--- config.mk ---
export PLATFORM = sky130hd
export DESIGN_NAME = div_seq
export DESIGN_NICKNAME = d
export VERILOG_FILES = /design/src/rtl/div_seq_pkg.sv /design/src/rtl/div_step.sv /design/src/rtl/div_seq.sv
export SDC_FILE = /design/constraint.sdc
export NUM_CORES = 1
export LEC_CHECK = 0
export CORE_MARGIN = 1.5
export CORE_UTILIZATION = 40
export CTS_BUF_LIST = sky130_fd_sc_hd__clkbuf_4
export DETAILED_ROUTE_END_ITERATION = 6
export GPL_TIMING_DRIVEN = 0
export PLACE_DENSITY = 0.6
export SETUP_SLACK_MARGIN = 0.02
export SYNTH_ARGS = -nofsm -noshare
export SYNTH_HDL_FRONTEND = slang
export SYNTH_SLANG_ARGS = --single-unit
--- constraint.sdc ---
create_clock -name clk -period 6.3 [get_ports clk]
set_input_delay 1.26 -clock clk [delete_from_list [all_inputs] [get_ports clk]]
set_output_delay 1.26 -clock clk [all_outputs]
set_load 0.005 [all_outputs]
--- src/rtl/div_seq_pkg.sv ---
// Shared definitions for the sequential divider: FSM state encoding and default width.
package div_seq_pkg;

  localparam int DIV_WIDTH = 32;

  typedef enum logic [1:0] {
    ST_IDLE = 2'd0,
    ST_CALC = 2'd1,
    ST_FIX  = 2'd2
  } div_state_t;

endpackage

--- src/rtl/div_step.sv ---
// One combinational radix-2 restoring step: shift {rem,quo} left, trial-subtract the divisor.
module div_step #(
  parameter int WIDTH = 32
) (
  input  logic [WIDTH-1:0] i_rem,
  input  logic [WIDTH-1:0] i_quo,
  input  logic [WIDTH-1:0] i_divisor,
  output logic [WIDTH-1:0] o_rem,
  output logic [WIDTH-1:0] o_quo
);

  logic [WIDTH:0]   w_shifted;
  logic [WIDTH+1:0] w_trial;

  // rem < divisor always holds, so the shifted value fits in WIDTH+1 bits;
  // one extra bit carries the borrow that decides keep vs. restore.
  assign w_shifted = {i_rem, i_quo[WIDTH-1]};
  assign w_trial   = {1'b0, w_shifted} - {2'b00, i_divisor};

  always_comb begin
    o_quo = {i_quo[WIDTH-2:0], ~w_trial[WIDTH+1]};
    o_rem = w_trial[WIDTH+1] ? w_shifted[WIDTH-1:0] : w_trial[WIDTH-1:0];
  end

endmodule

--- src/rtl/div_seq.sv ---
// Iterative restoring divider for MIPS DIV/DIVU: start/busy/done handshake, one op in flight.
module div_seq
  import div_seq_pkg::*;
#(
  parameter int WIDTH = DIV_WIDTH
) (
  input  logic             clk,
  input  logic             rst,
  input  logic             start,
  input  logic [WIDTH-1:0] data_a,
  input  logic [WIDTH-1:0] data_b,
  input  logic             sign,
  output logic             busy,
  output logic             done,
  output logic [WIDTH-1:0] data_q,
  output logic [WIDTH-1:0] data_r,
  output logic             div_zero
);

  localparam int CW = $clog2(WIDTH);

  div_state_t       r_state;
  logic [CW-1:0]    r_cnt;
  logic [WIDTH-1:0] r_rem;
  logic [WIDTH-1:0] r_quo;
  logic [WIDTH-1:0] r_div;
  logic             r_neg_q;
  logic             r_neg_r;
  logic             r_dz_pend;
  logic             r_busy;
  logic             r_done;
  logic [WIDTH-1:0] r_q;
  logic [WIDTH-1:0] r_r;
  logic             r_dz;

  logic [WIDTH-1:0] w_abs_a;
  logic [WIDTH-1:0] w_abs_b;
  logic [WIDTH-1:0] w_rem_nxt;
  logic [WIDTH-1:0] w_quo_nxt;

  // Unsigned WIDTH-bit magnitude: the most negative value maps onto itself.
  assign w_abs_a = (sign && data_a[WIDTH-1]) ? -data_a : data_a;
  assign w_abs_b = (sign && data_b[WIDTH-1]) ? -data_b : data_b;

  div_step #(.WIDTH(WIDTH)) u_step (
    .i_rem     (r_rem),
    .i_quo     (r_quo),
    .i_divisor (r_div),
    .o_rem     (w_rem_nxt),
    .o_quo     (w_quo_nxt)
  );

  always_ff @(posedge clk) begin
    if (rst) begin
      r_state   <= ST_IDLE;
      r_cnt     <= '0;
      r_rem     <= '0;
      r_quo     <= '0;
      r_div     <= '0;
      r_neg_q   <= 1'b0;
      r_neg_r   <= 1'b0;
      r_dz_pend <= 1'b0;
      r_busy    <= 1'b0;
      r_done    <= 1'b0;
      r_q       <= '0;
      r_r       <= '0;
      r_dz      <= 1'b0;
    end else begin
      r_done <= 1'b0;
      case (r_state)
        ST_IDLE: begin
          if (start) begin
            r_busy  <= 1'b1;
            r_cnt   <= CW'(WIDTH - 1);
            r_rem   <= '0;
            r_div   <= w_abs_b;
            r_neg_q <= sign & (data_a[WIDTH-1] ^ data_b[WIDTH-1]);
            r_neg_r <= sign & data_a[WIDTH-1];
            if (data_b == '0) begin
              // quotient register parks the raw dividend; it becomes the remainder
              r_dz_pend <= 1'b1;
              r_quo     <= data_a;
              r_state   <= ST_FIX;
            end else begin
              r_dz_pend <= 1'b0;
              r_quo     <= w_abs_a;
              r_state   <= ST_CALC;
            end
          end
        end
        ST_CALC: begin
          r_rem <= w_rem_nxt;
          r_quo <= w_quo_nxt;
          r_cnt <= r_cnt - 1'b1;
          if (r_cnt == '0) r_state <= ST_FIX;
        end
        ST_FIX: begin
          if (r_dz_pend) begin
            r_q  <= '1;
            r_r  <= r_quo;
            r_dz <= 1'b1;
          end else begin
            r_q  <= r_neg_q ? -r_quo : r_quo;
            r_r  <= r_neg_r ? -r_rem : r_rem;
            r_dz <= 1'b0;
          end
          r_done  <= 1'b1;
          r_busy  <= 1'b0;
          r_state <= ST_IDLE;
        end
        default: r_state <= ST_IDLE;
      endcase
    end
  end

  assign busy     = r_busy;
  assign done     = r_done;
  assign data_q   = r_q;
  assign data_r   = r_r;
  assign div_zero = r_dz;

endmodule

## Yosys cells after proc, flatten, opt, wreduce, memory -nomap -nowiden

Cells that the tools add are included.

- Register bits after elaboration: 173
- Word-level logic and storage cells: 61
- Output and inout port bits: 67
- Input bits: 68

- Add/sub/neg operators: 6
- Reductions and logical operators: 11
- Eq/ne operators: 4
- Muxes and demuxes: 23
- Bitwise gates (word level): 4

Operators by type and width:

| cell | count |
|---|---|
| $mux W32 | 10 |
| $neg A32 Y32 | 4 |
| $pmux W32 S2 | 2 |
| $sub A33 B32 Y34 | 1 |
| $logic_not A32 Y1 | 1 |
| $pmux W5 S2 | 1 |
| $reduce_and A2 Y1 | 4 |
| $mux W2 | 3 |
| $logic_not A5 Y1 | 1 |
| $mux W5 | 1 |
| $sub A5 B1 Y5 const B | 1 |
| $mux W1 | 4 |
| $ne A2 B2 Y1 const B | 2 |
| $pmux W2 S2 | 1 |
| $reduce_bool A2 Y1 | 2 |
| $and A1 B1 Y1 | 2 |
| $eq A2 B1 Y1 const B | 1 |
| $eq A2 B2 Y1 const B | 1 |
| $logic_and A1 B1 Y1 | 2 |
| $logic_not A2 Y1 | 1 |
| $pmux W1 S2 | 1 |
| $not A1 Y1 | 1 |
| $xor A1 B1 Y1 | 1 |

## Logic depth before layout (Yosys ltp)

Gate-level depths: netlist of the first run.

- Depth after elaboration: 5
- Depth in mapped cells: 14
- Depth with buffers taken out: 13

## By module

A second synthesis of the first run with hierarchy kept.

- Cell total of the unflattened synthesis: 1,530
- Area total of the unflattened synthesis: 11,741.3 um^2

By module, submodules not included:

| module | area an instance (um^2) | cells an instance | sequential area each (um^2) | instances |
|---|---|---|---|---|
| div_seq | 9,078.7 | 1,126 | 3,463.3 | 1 |
| div_step | 2,662.6 | 404 | 0.0 | 1 |

## Worst setup path after synthesis of the first run

Ideal clock, no wire load.

- Kind: input port to flip-flop
- Start point: in data_b[21]
- End point: reg r_quo[30]
- Setup slack: 2,567 ps
- Setup time: 134 ps
- Cell stages on the path: 10
- Required time: 6,166 ps
- Path buffers: 2
- Data arrival time: 3,599 ps
- Cells stage by stage: or4_1 or3_1 nor4_1 nand4bb_1 and3_1 clkbuf_1 clkbuf_1 o21ai_0 xor2_1 o22ai_1

- Word-level cells in the longest chain between the ends: 4

Ends and longest elaborated chain:

| item | RTL line | RTL |
|---|---|---|
| start, declared | div_seq.sv:11 | `input logic [WIDTH-1:0] data_b,` |
| $logic_not A32 Y1 | div_seq.sv:79 | `if (data_b == '0) begin` |
| $mux W32 | div_seq.sv:79 |  |
| $mux W32 | div_seq.sv:72 | `if (start) begin` |
| $pmux W32 S2 | div_seq.sv:70 | `case (r_state)` |
| end signal, assigned | div_seq.sv:82 | `r_quo <= data_a;` |
| end signal, assigned | div_seq.sv:86 | `r_quo <= w_abs_a;` |
| end signal, assigned | div_seq.sv:93 | `r_quo <= w_quo_nxt;` |
| end, declared | div_seq.sv:25 | `logic [WIDTH-1:0] r_quo;` |

No other way between the ends. The select of a mux whose other input is x is not followed.
A chain may end at the register's enable or synchronous reset.

## Worst setup path after layout of the first run

Ends and elaborated chain as after synthesis.

==> results list, run 1 <==
- Setup repair after global routing left no endpoint under its margin.
- Status: finished, final reports clean
* Number of enable-type register cells in the synthesized netlist: 0
* Layout cells sized above 1: 4.01%
* Maximum cell stage delay along the critical path: 590 ps
- The share of the Yosys chip area taken by registers is 31.4%.
* Synthesized instance count: 1431
- For this run the aggregate overflow at the end of global routing stands at 0.
- The H-tree generated during clock tree synthesis spans 4 levels.
- The via count of the first global-routing pass was 10000.
* Crit path max-delay cell type: sky130_fd_sc_hd__or4_1
- The first TritonRoute pass finished after 5 iterations.
- The smallest clock period supported by the final layout is computed as 4560 ps.
- The clock drives 173 sinks.
* Cells taking the most area after synthesis: sky130_fd_sc_hd__dfxtp_1 (31%), sky130_fd_sc_hd__xor2_1 (7.8%), sky130_fd_sc_hd__nand2_1 (7.4%)
- Antenna violations before repair: 1
* Number of vias per cell: 5.58
* Post-synth top flop: sky130_fd_sc_hd__dfxtp_1
* # Max-Cap Violations: 0
- Chip width: 169 microns
- Buffers inserted during post-CTS setup optimization: 0
- Global routing used 25.1% of the available tracks.
- The number of nets handed over by synthesis was 1538.
- Clock root buffer: sky130_fd_sc_hd__clkbuf_4
- In this run the static leakage power is 4.64 nW.
- After Yosys synthesis, full adders, half adders and majority gates account for 4.49% of the synthesized area.
- The filler cells instantiated in the layout total 2794.
* Bufs and invs on worst path: 3
* Number of nets in the final layout: 1690
- Summing the areas of all xor and xnor instances in the mapped netlist gives 11.0% of the synthesized area.
- Effective utilization at floorplan: 40.8%
* Required arrival time at the worst endpoint: 6770 ps
- At the pin with the least slew margin, the transition time is 956 ps.
- The top cell type by area accounts for 31.4% of the synthesized area.
* Antenna-violating nets left: 0
- Simple-Gate Fraction of Synth Area: 19.7%
- TritonCTS built the clock tree.
- DRC violations left: 0
- The routed layout has 10800 vias.
- Routed wire length per instance: 18.2 microns
* Standard-cell rows: 60
- Compound-Gate Fraction of Synth Area: 24.8%
- Combinational family with the most area after synthesis: compound AO/OA/AOI/OAI gates
* Kind of critical path: input port to flip-flop
- Setup violations, final: 0
- Adding up every negative setup slack in the final design gives 0 ps.
- Wirelength, routed: 35300 microns
* Port-buffer cells: 133
* Final-report max-slew violation count: 0
- Final weighted congestion in routability-driven placement: 0.953
- FFs w/ async S/R, synth: 0%
- The worst setup path is launched from an input port.
- Final setup skew: 23.6 ps
* Cts repair resizes: 0
* Synthesized area: 11000 sq um
* Clock transition at the registers of the reported paths: 160 ps
- Num CTS Buffers: 17
- Critical Path End Type: flip-flop
- Synthesis inferred 173 register bits.
- Once layout is complete, the utilization of the core stands at 48.5%.
- Max transition margin: 35.8%
- Family with the most delay on the worst path: simple AND/OR/NAND/NOR gates
* Commonest non-fill, non-tap cells in the layout: sky130_fd_sc_hd__nand2_1 (217), sky130_fd_sc_hd__dfxtp_1 (173), sky130_fd_sc_hd__clkdlybuf4s50_1 (133)
- After legalization and detailed placement, the total HPWL measured 28200 microns.
- Most frequent standard cell in the layout excluding fill and tap cells: sky130_fd_sc_hd__nand2_1
* First-pass GRT wire length: 56000 microns
- After synthesis, the mean cell area works out to 7.71 sq um.
* Maximum buffer depth of the clock tree: 2
- Die boundary height: 169 microns
* Hold crit path type: flip-flop to flip-flop
- The floorplan step defined a die boundary enclosing 28600 sq um.
- Counting stages on the worst path, the most repeated cell is sky130_fd_sc_hd__clkbuf_1.
- Of all cell types, the one taking the most synthesized area is sky130_fd_sc_hd__dfxtp_1.
- The worst-case IR drop observed on VDD is 0.0870 mV.
- For this design the ratio of total power to cell area is 204 nW/um^2.
* Cell breakdown of the critical path: clkdlybuf4s50_1 -> or4_1 -> or3_1 -> nor4_1 -> nand4bb_1 -> and3_1 -> clkbuf_1 -> clkbuf_1 -> o21ai_0 -> xor2_1 -> o22ai_1
- Derived from the worst setup path, the maximum achievable clock frequency is 219 MHz.
- Compared with the post-synthesis result, the final layout area differs by 18.7%.
- Dividing the final minimum period by the clock period gives 72.3%.
- Final hold violations: 0
- Clock network latency to the later pin of the worst-skew pair: 620 ps
* Placeable core region: 27000 sq um
* Number of buffers inserted for hold repair after clock tree synthesis: 0
- Peak fanout along the critical path: 10
* Maximum number of pins on one net before global-route repair: 19
* I/O pin count: 135
- Data on the critical path arrives at its endpoint at 5030 ps.
- After the first detailed-routing iteration, the DRC count stood at 890.
* Netlist cell types: 69
* Share of cell area taken by muxes after synthesis: 2.99%
* Warnings from Yosys: 0
-- tightest hold or removal path, stage by stage (launching register included) --
cell,delay [ps]
sky130_fd_sc_hd__dfxtp_1,340
sky130_fd_sc_hd__nand2_1,50
sky130_fd_sc_hd__a21oi_1,50
-- path summary, 6_finish.rpt --
kind	start	to	slack, ps	depth (start not counted)
worst max register to register	r_quo[31]	r_rem[26]	2480	13
worst min register to register	data_r[9]	data_r[9]	470	2
worst max-delay path	data_b[21]	r_quo[30]	1740	11
worst min-delay path	data_r[9]	data_r[9]	470	2
-- synthesized netlist by cell type, drive strengths merged, types with 3 or more instances --
cell type  count
o211ai         5
o21ai        109
o41ai         14
o21a           6
and2           4
nand4          4
nand3b         5
o31ai         30
or3           21
o31a           3
and3          10
a311oi         8
dfxtp        173
nand3         20
a211oi        62
nand2        217
or4           15
or2            4
nor4           8
nand2b         9
o21bai         5
a21o          14
ha            38
a31oi          6
inv           52
mux2i         33
nor2         116
o311ai         6
a22oi         27
xor2          98
o22ai         15
clkbuf        71
a21oi        104
xnor2         41
buf           19
or4b           3
nor2b          9
nor3          26
-- layer usage --
| metal | part of all wire [%] | track usage, % | wire length, microns |
|---|---|---|---|
| met3 | 6.5 | 4.12 | 2290 |
| met1 | 49 | 36.3 | 17300 |
| met4 | 2.4 | 8.12 | 835 |
| met5 | 0 | 0 | 0 |
| met2 | 42 | 37.8 | 14900 |
-- final cells by class --
cell class / instances / area (sq um) / area share, %
Tap cell: 341 / 427 / 3.26
Antenna cell: 1 / 2.50 / 0.0191
Inverter: 52 / 195 / 1.49
Clock buffer: 17 / 128 / 0.975
Clock inverter: 15 / 171 / 1.31
Timing Repair Buffer: 133 / 1330 / 10.2
Buffer: 91 / 423 / 3.23
Multi-Input combinational cell: 1115 / 6950 / 53.1
Sequential cell: 173 / 3460 / 26.4
-- registers in the layout, indices dropped and copies added (netlist names) --
| signal | count |
|---|---|
| r_quo | 32 |
| div_zero | 1 |
| data_r | 32 |
| r_div | 32 |
| busy | 1 |
| r_neg_q | 1 |
| r_cnt | 5 |
| r_rem | 32 |
| r_dz_pend | 1 |
| data_q | 32 |
| done | 1 |
| r_neg_r | 1 |
| r_state | 2 |
-- where the power goes --
part / switching (mW) / leakage (nW) / internal (mW)
Sequential: 0.0708 / 1.41 / 1.16
Combinational: 0.440 / 3.07 / 0.303
Clock: 0.474 / 0.158 / 0.218
Total: 0.985 / 4.64 / 1.69
-- cell families (layout without fill, tap and decap cells) --
logic type	count (synthesis)	in the layout
DFF	173	173
buffers and inverters	143	308
AOI/OAI and AO/OA	426	426
and+or+nand+nor	478	478
xor gates and xnor gates	139	139
muxes	33	33
adders and majority gates	39	39
other	0	1
-- metrics by stage --
step	std cells	setup WS [ps]	cell area [sq um]	power, mW	hold WS (ps)
2_1_floorplan	1431	2570	11000	1.72	432
3_3_place_gp	1905	1120	12800	1.98	445
3_5_place_dp	1905	1060	12800	1.99	449
4_1_cts	1937	1700	13100	2.67	469
5_1_grt	1938	1450	13100	2.81	481
6_report	1938	1740	13100	2.67	467
Note: power is estimated with default switching activity, not from simulation.
==> inputs of run 2 (changes only) <==
==> constraint.sdc (replaced) <==
create_clock -name clk -period 4.2 [get_ports clk]
set_input_delay 0.84 -clock clk [delete_from_list [all_inputs] [get_ports clk]]
set_output_delay 0.84 -clock clk [all_outputs]
set_load 0.005 [all_outputs]
==> run 2 against run 1 <==
Net effect:
- total power rose by 50%
- critical path type unchanged
- non-clock buffer count did not move
- wire length barely moved
- cell area barely moved
- global-route usage did not move
- worst setup slack got worse by 1500 ps
- final cell count did not move
- first-iteration DRC count rose by 0.11%
- die area did not move
- sequential cell count did not move
- via count barely moved
- critical endpoint unchanged
- largest power group unchanged
==> results list, run 2 (same netlist as run 1, synthesis figures left out) <==
* Worst R2R End: r_rem[30]
* Final-report max-slew violation count: 0
- Clock root buffer: sky130_fd_sc_hd__clkbuf_4
* Max Freq: 255 MHz
- The die is 169 microns wide.
- After legalization and detailed placement, the total HPWL measured 28200 microns.
- Antenna-violating nets left: 0
* Clock tree from TritonCTS: done
- Die boundary height: 169 microns
- After routing the design area is 13100 sq um.
- In this run the power spent charging and discharging nets is 1.47 mW.
- The finished layout holds 1938 standard cells, fillers aside.
* Finished Core Util: 48.5%
- Buffers inserted during post-CTS setup optimization: 0
- Maximum buffer depth of the clock tree: 2
- The core region is 27000 sq um.
- After floorplanning, the core was divided into 60 placement rows.
- In the global route stage, overall resource usage came out at 25.1%.
- Static Leakage: 4.64 nW
- Hold crit path type: flip-flop to flip-flop
* First-pass GRT wire length: 56000 microns
- Critical Path End Type: flip-flop
- Effective utilization at floorplan: 40.8%
- The first routing iteration left 891 violations.
- DRC violations left: 0
- Tightest hold margin: 467 ps
- Cells with a size suffix above 1 make up 4.14% of the layout.
- Power per standard cell area: 305 nW/um^2
- The worst register-to-register path has a depth of 13.
- The via count of the first global-routing pass is 10000.
- Setup slack closes at 283 ps.
- Compared with the post-synthesis result, the final layout area differs by 18.8%.
- The number of failing hold endpoints at the final stage was 0.
- The startpoint identified for the worst register-to-register timing path is r_quo[31].
- Worst Tran Pin Value: 959 ps
- Including well taps, the total number of placed cells is 1905.
- The tool flagged a number of max-cap violations equal to 0.
* Endpoint of the most critical setup path: r_quo[30]
- After clock tree synthesis, the clock-pin slew on the worst setup and hold paths is 160 ps.
* Routed wire length per instance: 18.2 microns
* Routed via count: 10800
- Final Total Pwr: 4.00 mW
- For the worst setup path, the data required time is 4660 ps.
- Final weighted congestion in routability-driven placement: 0.953
- Adding up every negative setup slack in the final design gives 0 ps.
- In this run the cell area measured after placement is 12800 sq um.
- Cts repair resizes: 0
* Maximum number of pins on one net before global-route repair: 19
* Final setup skew: 25.4 ps
- The total overflow left after global routing is 0.
- Number of optimization iterations in the first detailed-route pass: 5
- The number of antenna violations at the first check in global routing is 1.
- Commonest non-fill, non-tap cells in the layout: sky130_fd_sc_hd__nand2_1 (217), sky130_fd_sc_hd__dfxtp_1 (173), sky130_fd_sc_hd__clkdlybuf4s50_1 (133)
- Sw Share: 36.8%
* Port-buffer cells: 133
- Setup violations remaining at the end of the flow were counted as 0.
- Die area: 28600 sq um
- In this run, post-CTS hold repair placed 0 buffers.
* Shortest period the worst path allows: 3920 ps
- IR analysis of the VDD net gives a maximum drop of 0.129 mV.
- The worst setup path is of the input port to flip-flop kind.
- Critical path launch point type: input port
- Max transition margin: 35.9%
- Part of the power in combinational logic: 27.8%
- Start point of the critical path: data_b[21]
- The clock drives 173 sinks.
* Most frequent standard cell in the layout excluding fill and tap cells: sky130_fd_sc_hd__nand2_1
- In this run the worst path has a maximum fanout of 10.
- Number of levels the H-tree was split into: 4
- Cell Int Power: 2.53 mW
* Crit share post-route: 93.3%
* Arr. time, crit path: 4380 ps
* Post-placement setup slack: -616 ps
* Wirelength, routed: 35300 microns
- Setup repair after global routing left no endpoint under its margin.
- Num CTS Buffers: 17
- Across all register-to-register paths, the minimum setup slack is 410 ps.
* Part of the power in registers: 46.3%
- I/O pin count: 135
- The flow ran to the end, and the final reports show no timing, DRC or antenna violations.
- Number of vias per cell: 5.58
* Relative contribution of the clock network to total power: 25.9%
- Clock latency on the worst-skew pair, taken at its later pin, is 600 ps.
- Number of nets in the final layout: 1690
[run 2: cell count changes in the layout (fill, tap and decap cells not counted)]
cell / before / now
sky130_fd_sc_hd__nor4_2: 0 / 1
sky130_fd_sc_hd__nor3b_1: 2 / 1
sky130_fd_sc_hd__nor4_1: 8 / 7
sky130_fd_sc_hd__nor3b_2: 0 / 1
[run 2: power groups by stage]
| stage | clock network [mW] | registers, mW | logic [mW] |
|---|---|---|---|
| 3_5_place_dp | 0 | 1.88 | 1.10 |
| 4_1_cts | 1.06 | 1.85 | 1.11 |
| 2_1_floorplan | 0 | 1.85 | 0.740 |
| 3_3_place_gp | 0 | 1.88 | 1.10 |
| 5_1_grt | 1.12 | 1.86 | 1.24 |
| 6_report | 1.04 | 1.85 | 1.11 |
[run 2: area by class of cell]
type | count | area, sq um
fill | 2795 | 13900
multi-input combinational | 1115 | 6970
sequential | 173 | 3460
timing repair buffer | 133 | 1330
tap | 341 | 427
buffer | 91 | 423
inverter | 52 | 195
clock inverter | 15 | 171
clock buffer | 17 | 128
antenna | 1 | 2.50
[run 2: worst min-delay path by stage]
| stage | start | to | slack, ps | cells after the start |
|---|---|---|---|---|
| after floorplan | r_div[31] | r_div[31] | 430 | 2 |
| after global placement | r_div[31] | r_div[31] | 440 | 2 |
| after detailed placement | data_r[9] | data_r[9] | 450 | 2 |
| after CTS | data_r[9] | data_r[9] | 470 | 2 |
| after global routing | data_r[24] | data_r[24] | 480 | 2 |
| final | data_r[9] | data_r[9] | 470 | 2 |
[run 2: per-layer routing]
metal | GRT usage [%] | wire (microns) | up-vias
li1 | - | - | 5410
met1 | 36.3 | 17100 | 5022
met2 | 37.8 | 14900 | 333
met3 | 4.12 | 2480 | 43
met4 | 8.12 | 838 | 0
met5 | 0 | 0 | -
[run 2: worst max-delay path, stage by stage]
cell and delay, ps:
sky130_fd_sc_hd__clkdlybuf4s50_1 490, sky130_fd_sc_hd__or4_1 590, sky130_fd_sc_hd__or3_1 400, sky130_fd_sc_hd__nor4_2 330, sky130_fd_sc_hd__nand4bb_1 430, sky130_fd_sc_hd__and3_1 340
sky130_fd_sc_hd__clkbuf_1 200, sky130_fd_sc_hd__clkbuf_1 270, sky130_fd_sc_hd__o21ai_0 160, sky130_fd_sc_hd__xor2_1 210, sky130_fd_sc_hd__o22ai_1 120
